$ cat src/rtl/fetch_unit_pkg.sv
// Shared definitions for the fetch stage: bus widths, state encoding, queue entry layout.
// No logic here; imported by fetch_queue and fetch_unit.
package fetch_unit_pkg;

    localparam int ISIZE = 16;
    localparam int DSIZE = 16;

    localparam logic [ISIZE-1:0] RESET_PC_DEF = 16'h0000;
    localparam int DEPTH_MIN = 2;
    localparam int DEPTH_MAX = 8;

    typedef enum logic {
        ST_FETCH   = 1'b0,
        ST_DISCARD = 1'b1
    } fetch_state_t;

    typedef struct packed {
        logic [DSIZE-1:0] inst;
        logic [ISIZE-1:0] pc;
    } fq_entry_t;

endpackage

$ cat src/rtl/fetch_queue.sv
// Prefetch FIFO of {inst, pc} entries with registered head (inst, pc, pc+1).
// Latency: a push into an empty queue is visible at the head on the next cycle.
// Backpressure: push ignored when full (unless popping); flush beats push and pop; head holds when empty.
module fetch_queue
    import fetch_unit_pkg::*;
#(
    parameter int DEPTH = 2,
    localparam int PW = (DEPTH > 1) ? $clog2(DEPTH) : 1,
    localparam int CW = $clog2(DEPTH + 1)
) (
    input  logic             clk,
    input  logic             rst,
    input  logic             push,
    input  fq_entry_t        push_dat,
    input  logic             pop,
    input  logic             flush,
    output logic             full,
    output logic             empty,
    output logic [CW-1:0]    count,
    output fq_entry_t        head_dat,
    output logic [ISIZE-1:0] head_npc
);

    fq_entry_t     mem [DEPTH];
    logic [PW-1:0] rd_ptr, wr_ptr, rd_ptr_nxt;
    logic [CW-1:0] count_nxt;
    logic          do_push, do_pop;
    fq_entry_t     head_nxt;

    function automatic logic [PW-1:0] ptr_inc(input logic [PW-1:0] p);
        return (p == PW'(DEPTH - 1)) ? '0 : p + PW'(1);
    endfunction

    assign full    = (count == CW'(DEPTH));
    assign empty   = (count == '0);
    assign do_pop  = pop && !empty && !flush;
    assign do_push = push && !flush && (!full || do_pop);

    always_comb begin
        count_nxt  = flush ? '0 : count + CW'(do_push) - CW'(do_pop);
        rd_ptr_nxt = do_pop ? ptr_inc(rd_ptr) : rd_ptr;
        // The new head is the word being written when the queue drains to exactly that slot.
        head_nxt   = (do_push && rd_ptr_nxt == wr_ptr) ? push_dat : mem[rd_ptr_nxt];
    end

    always_ff @(posedge clk or negedge rst) begin
        if (!rst) begin
            rd_ptr   <= '0;
            wr_ptr   <= '0;
            count    <= '0;
            head_dat <= '0;
            head_npc <= ISIZE'(1);
        end else begin
            count <= count_nxt;
            if (flush) begin
                rd_ptr <= '0;
                wr_ptr <= '0;
            end else begin
                rd_ptr <= rd_ptr_nxt;
                if (do_push) wr_ptr <= ptr_inc(wr_ptr);
            end
            if (count_nxt != '0) begin
                head_dat <= head_nxt;
                head_npc <= head_nxt.pc + ISIZE'(1);
            end
        end
    end

    always_ff @(posedge clk) begin
        if (do_push) mem[wr_ptr] <= push_dat;
    end

endmodule

$ cat src/rtl/fetch_unit.sv
// Instruction fetch: held req/ack to imem, prefetch queue, valid/ready to decode; FETCH_STATS_EN adds counters.
// Latency: ack in cycle N -> inst_valid in N+1; redirect in N -> target address in N+1 (after any stale ack).
// Backpressure: no request while the queue is full; a redirect flushes the queue and drops in-flight data.
module fetch_unit
    import fetch_unit_pkg::*;
#(
    parameter int               DEPTH    = 2,
    parameter logic [ISIZE-1:0] RESET_PC = RESET_PC_DEF
) (
    input  logic             clk,
    input  logic             rst,
    output logic             imem_req,
    output logic [ISIZE-1:0] imem_addr,
    input  logic             imem_ack,
    input  logic [DSIZE-1:0] imem_rdata,
    input  logic             redirect_valid,
    input  logic [ISIZE-1:0] redirect_pc,
    input  logic             id_ready,
    output logic             inst_valid,
    output logic [DSIZE-1:0] inst,
    output logic [ISIZE-1:0] inst_pc,
    output logic [ISIZE-1:0] inst_npc
`ifdef FETCH_STATS_EN
    ,
    output logic [15:0]      stat_fetch_cnt,
    output logic [15:0]      stat_discard_cnt
`endif
);

    localparam int CW = $clog2(DEPTH + 1);

    if (DEPTH < DEPTH_MIN || DEPTH > DEPTH_MAX) begin : g_depth_check
        $error("fetch_unit: DEPTH out of range");
    end

    fetch_state_t     state, state_nxt;
    logic [ISIZE-1:0] fetch_pc, fetch_pc_nxt, req_addr, req_addr_nxt;
    logic             active;
    logic [CW-1:0]    q_count;
    logic             q_full, q_empty, q_push, q_pop;
    logic             ack_hit, drop;
    fq_entry_t        head;

    // active keeps the request low until the first clock after reset release
    assign imem_req  = active && ((state == ST_DISCARD) || (q_count < CW'(DEPTH)));
    assign imem_addr = (state == ST_DISCARD) ? req_addr : fetch_pc;
    assign ack_hit   = imem_req && imem_ack;
    assign q_push    = ack_hit && (state == ST_FETCH) && !redirect_valid && !q_full;
    assign q_pop     = !q_empty && id_ready;
    assign drop      = ack_hit && !q_push;

    always_comb begin
        state_nxt    = state;
        fetch_pc_nxt = fetch_pc;
        req_addr_nxt = req_addr;
        case (state)
            ST_FETCH: begin
                if (redirect_valid) begin
                    fetch_pc_nxt = redirect_pc;
                    if (imem_req && !imem_ack) begin
                        state_nxt    = ST_DISCARD;
                        req_addr_nxt = fetch_pc;
                    end
                end else if (ack_hit) begin
                    fetch_pc_nxt = fetch_pc + ISIZE'(1);
                end
            end
            ST_DISCARD: begin
                if (redirect_valid) fetch_pc_nxt = redirect_pc;
                if (imem_ack)       state_nxt    = ST_FETCH;
            end
            default: state_nxt = ST_FETCH;
        endcase
    end

    always_ff @(posedge clk or negedge rst) begin
        if (!rst) begin
            state    <= ST_FETCH;
            fetch_pc <= RESET_PC;
            req_addr <= RESET_PC;
            active   <= 1'b0;
        end else begin
            state    <= state_nxt;
            fetch_pc <= fetch_pc_nxt;
            req_addr <= req_addr_nxt;
            active   <= 1'b1;
        end
    end

    fetch_queue #(.DEPTH(DEPTH)) u_queue (
        .clk      (clk),
        .rst      (rst),
        .push     (q_push),
        .push_dat ('{inst: imem_rdata, pc: fetch_pc}),
        .pop      (q_pop),
        .flush    (redirect_valid),
        .full     (q_full),
        .empty    (q_empty),
        .count    (q_count),
        .head_dat (head),
        .head_npc (inst_npc)
    );

    assign inst_valid = !q_empty;
    assign inst       = head.inst;
    assign inst_pc    = head.pc;

`ifdef FETCH_STATS_EN
    always_ff @(posedge clk or negedge rst) begin
        if (!rst) begin
            stat_fetch_cnt   <= '0;
            stat_discard_cnt <= '0;
        end else begin
            if (q_push && stat_fetch_cnt != 16'hFFFF)   stat_fetch_cnt   <= stat_fetch_cnt + 16'd1;
            if (drop && stat_discard_cnt != 16'hFFFF)   stat_discard_cnt <= stat_discard_cnt + 16'd1;
        end
    end
`endif

endmodule

$ cat config.mk
export PLATFORM = sky130hd
export DESIGN_NAME = fetch_unit
export DESIGN_NICKNAME = d
export VERILOG_FILES = /design/src/rtl/fetch_unit_pkg.sv /design/src/rtl/fetch_queue.sv /design/src/rtl/fetch_unit.sv
export SDC_FILE = /design/constraint.sdc
export NUM_CORES = 1
export LEC_CHECK = 0
export ABC_CLOCK_PERIOD_IN_PS = 4000
export CORE_AREA = 2 2 137 139
export DETAILED_ROUTE_END_ITERATION = 6
export DIE_AREA = 0 0 139 141
export PLACE_DENSITY = 0.57
export SYNTH_ARGS = -nofsm -noshare
export SYNTH_HDL_FRONTEND = slang
export SYNTH_SLANG_ARGS = --single-unit
$ cat constraint.sdc
create_clock -name clk -period 4 [get_ports clk]
set_input_delay 0.8 -clock clk [delete_from_list [all_inputs] [get_ports clk]]
set_output_delay 0.8 -clock clk [all_outputs]
set_load 0.05 [all_outputs]
==> flow_summary.yaml <==
outcome:
  status: "finished clean"
drt:
  wirelength_mm: 17.3
  dr.pass1.iters: 7
  drtAntennaViolNets: 0
  drc: 0
  drtIter0Drc: 370
  route.vias.total: 5343
  wire_per_inst_um: 16.9
  vias_per_cell: 5.23
place:
  place_area_um2: 8500
  port_buffers: 102
  post-place-ws_ns: 0.0481
  dp_hpwl_mm: 12.1
  place_congestion: 0.815
global_routing:
  grt_max_degree: 78
  gr-total-overflow: 0
  grt_pass1_wl_mm: 28.1
  grt_pass1_vias: 5157
  antenna_found_initial: 0
  grt_usage_pct: 18.3
sta:
  relSlewSlack_pct: 30.9
  tns_ns: 0
  rsz0062_at_grt: "false"
  clock.fmax_mhz: 278
  skew_ns: 0.00815
  tightest_slew_ns: 1.04
  setup_viol: 0
  hold_viol: 0
  final_max_slew_viol_count: 0
  finalCritPeriodShare_pct: 90.0
  setup_slack_ns: 0.398
  min_period_ns: 3.60
synth:
  syn_area_um2: 7100
  synth_enable_flop_cells: 64
  synth_cells: 665
  synthArstFlopShare_pct: 57.3
  seq_area_frac_synth_pct: 57.4
  syn_area_per_cell_um2: 10.7
  ys_types: 67
  synth-main-ff-cell: "dfrtp_1"
  syn-num-nets: 705
  ys_seq_elements: 150
  ys.warnings.count: 0
hold_path:
  hold_path.class: "register to register"
cells_and_area:
  final_common_cell: "nand2_1"
  stdcell_area_um2: 9120
  final_cell_mix: "nand2_1 (121), clkdlybuf4s50_1 (101), dfrtp_1 (85)"
  area_growth_pct: 28.5
  drive_above_1_share_pct: 16.0
  nets: 814
  diodes: 0
worst_setup_path:
  end_kind: "register"
  path_buf_inv: 2
  max_stage_delay_ns: 0.66
  regToRegStartpoint: "u_queue.count[1]"
  cp-start-kind: "primary input"
  crit_path_end: "u_queue.head_npc[10]"
  crit_type: "primary input to register"
  cp.depth: 11
  cpMostUsedCell: "o21ai_0"
  cp.required_ns: 4.32
  crit_fanout: 11
  r2r-end: "u_queue.head_npc[10]"
  critical_path.startpoint: "redirect_valid"
  slowest_stage: "nor4_1"
  crit_chain: "clkdlybuf4s50_1 > and2b_2 > a21oi_4 > or3_1 > o21ai_0 > a211o_1 > buf_4 > nor4_1 > nand3_1 > xnor2_1 > o21ai_0"
  critical_path_arrival_ns: 3.92
  cp_top_family: "simple AND/OR/NAND/NOR gates"
  r2r_setup_slack_ns: 0.79
  reg2regPathDepth: 11
floorplanning:
  ios: 103
  dieArea_um2: 19600
  die_w_um: 139
  initial_core_util_pct: 38.9
  core-area_um2: 18300
  die_height_um: 141
  rows: 50
pwr:
  p_int_mw: 3.75
  clock_power_share_pct: 27.4
  pwr-share-comb_pct: 37.0
  ir_drop_mv: 0.618
  sw_frac_of_total_pct: 38.4
  powerDensity_nw_per_um2: 667
  p_seq_share_pct: 35.6
  p_switching_mw: 2.34
  leakage_nw: 3.59
clock_network:
  cts.clk_slew.worst_paths_ns: 0.06
  cts_tree: "built"
  post-cts-setup-buffers: 0
  cts_num_sinks: 150
  insertion_delay_ns: 0.42
  cts_made_buffers: 17
  cts-hold-fix-buffers: 0
  htree_num_levels: 4
  cts_resized: 0
  clockBufferDepth: 2
  root_buffer: "clkbuf_16"
job:
  maxCapViolations: 0
==> sequential cells by signal, indices dropped and copies added (netlist names) <==
| register | cells |
|---|---|
| u_queue.head_dat | 32 |
| u_queue.rd_ptr | 1 |
| state | 1 |
| req_addr | 16 |
| u_queue.wr_ptr | 1 |
| fetch_pc | 16 |
| u_queue.head_npc | 16 |
| u_queue.mem | 64 |
| active | 1 |
| u_queue.count | 2 |
==> layout make-up <==
type | count | area [µm²]
Inverter | 6 | 27.5
Fill cell | 1648 | 9150
Tap cell | 234 | 293
Timing Repair Buffer | 136 | 1300
Clock buffer | 19 | 454
Multi-Input combinational cell | 463 | 2810
Clock inverter | 13 | 169
Sequential cell | 150 | 4080
==> Yosys cell counts (7+ instances only) <==
library cell | n | area share [%]
nand2_1 | 121 | 6.4
mux2_2 | 34 | 5.4
xnor2_1 | 14 | 1.7
o22ai_1 | 8 | 0.70
nand3_1 | 25 | 1.8
a31oi_1 | 7 | 0.62
a21oi_1 | 28 | 2.0
edfxtp_1 | 64 | 27
clkbuf_1 | 36 | 1.9
a21o_1 | 8 | 0.85
nor2_1 | 35 | 1.9
nor3_1 | 13 | 0.92
o21ai_0 | 76 | 5.4
nand4_1 | 9 | 0.79
dfrtp_1 | 85 | 30
==> worst min path at each step <==
stage | from | end | slack, ns | cells past startpoint
final | u_queue.head_dat[29] | u_queue.head_dat[29] | 0.48 | 2
after detailed placement | u_queue.head_dat[22] | u_queue.head_dat[22] | 0.47 | 2
after CTS | u_queue.head_dat[22] | u_queue.head_dat[22] | 0.48 | 2
after global routing | u_queue.head_dat[31] | u_queue.head_dat[31] | 0.50 | 2
after floorplan | fetch_pc[12] | u_queue.mem[0][12] | 0.44 | 0
after global placement | u_queue.head_dat[28] | u_queue.head_dat[28] | 0.46 | 2
==> routing by layer <==
| metal | GRT usage (%) | part of all wire, % |
|---|---|---|
| met5 | 0 | 0 |
| met1 | 25.2 | 48 |
| met3 | 4.45 | 5.3 |
| met2 | 28.5 | 45 |
| met4 | 6.01 | 1.5 |
==> power groups by stage <==
stage	Combinational (mW)	Clock [mW]	Sequential, mW
after floorplan	0.716	0	2.92
after CTS	2.27	1.70	2.17
after global placement	2.25	0	2.18
final	2.25	1.67	2.16
after detailed placement	2.27	0	2.20
after global routing	2.39	1.77	2.21
==> through the flow <==
step / std cells / hold WS, ns / total power [mW] / util (%)
2_1_floorplan: 665 / 0.440 / 3.63 / -
3_5_place_dp: 989 / 0.469 / 4.47 / 46.5
6_report: 1021 / 0.476 / 6.08 / 49.9
4_1_cts: 1021 / 0.483 / 6.14 / 49.9
5_1_grt: 1021 / 0.497 / 6.37 / 49.9
3_3_place_gp: 989 / 0.460 / 4.43 / 46.5
==> tightest hold or removal path, delay by kind of cell (launching register included) <==
kind	cells	cell delay, ns
AOI/OAI and AO/OA	1	0.06
DFF	1	0.34
and+or+nand+nor	1	0.04
==> cell families (layout without fill, tap and decap cells) <==
logic type      count (synthesis)  after routing  synth area share [%]
mux                            38             38                  6.03
fa+ha+maj                       3              3                 0.529
other cells                     1              1                0.0528
xor+xnor                       22             22                  3.10
compound gates                153            153                  12.8
flops                         150            150                  57.4
buf+inv                        52            174                  3.26
simple gates                  246            246                  16.8
(Power assumes the default switching activity.)
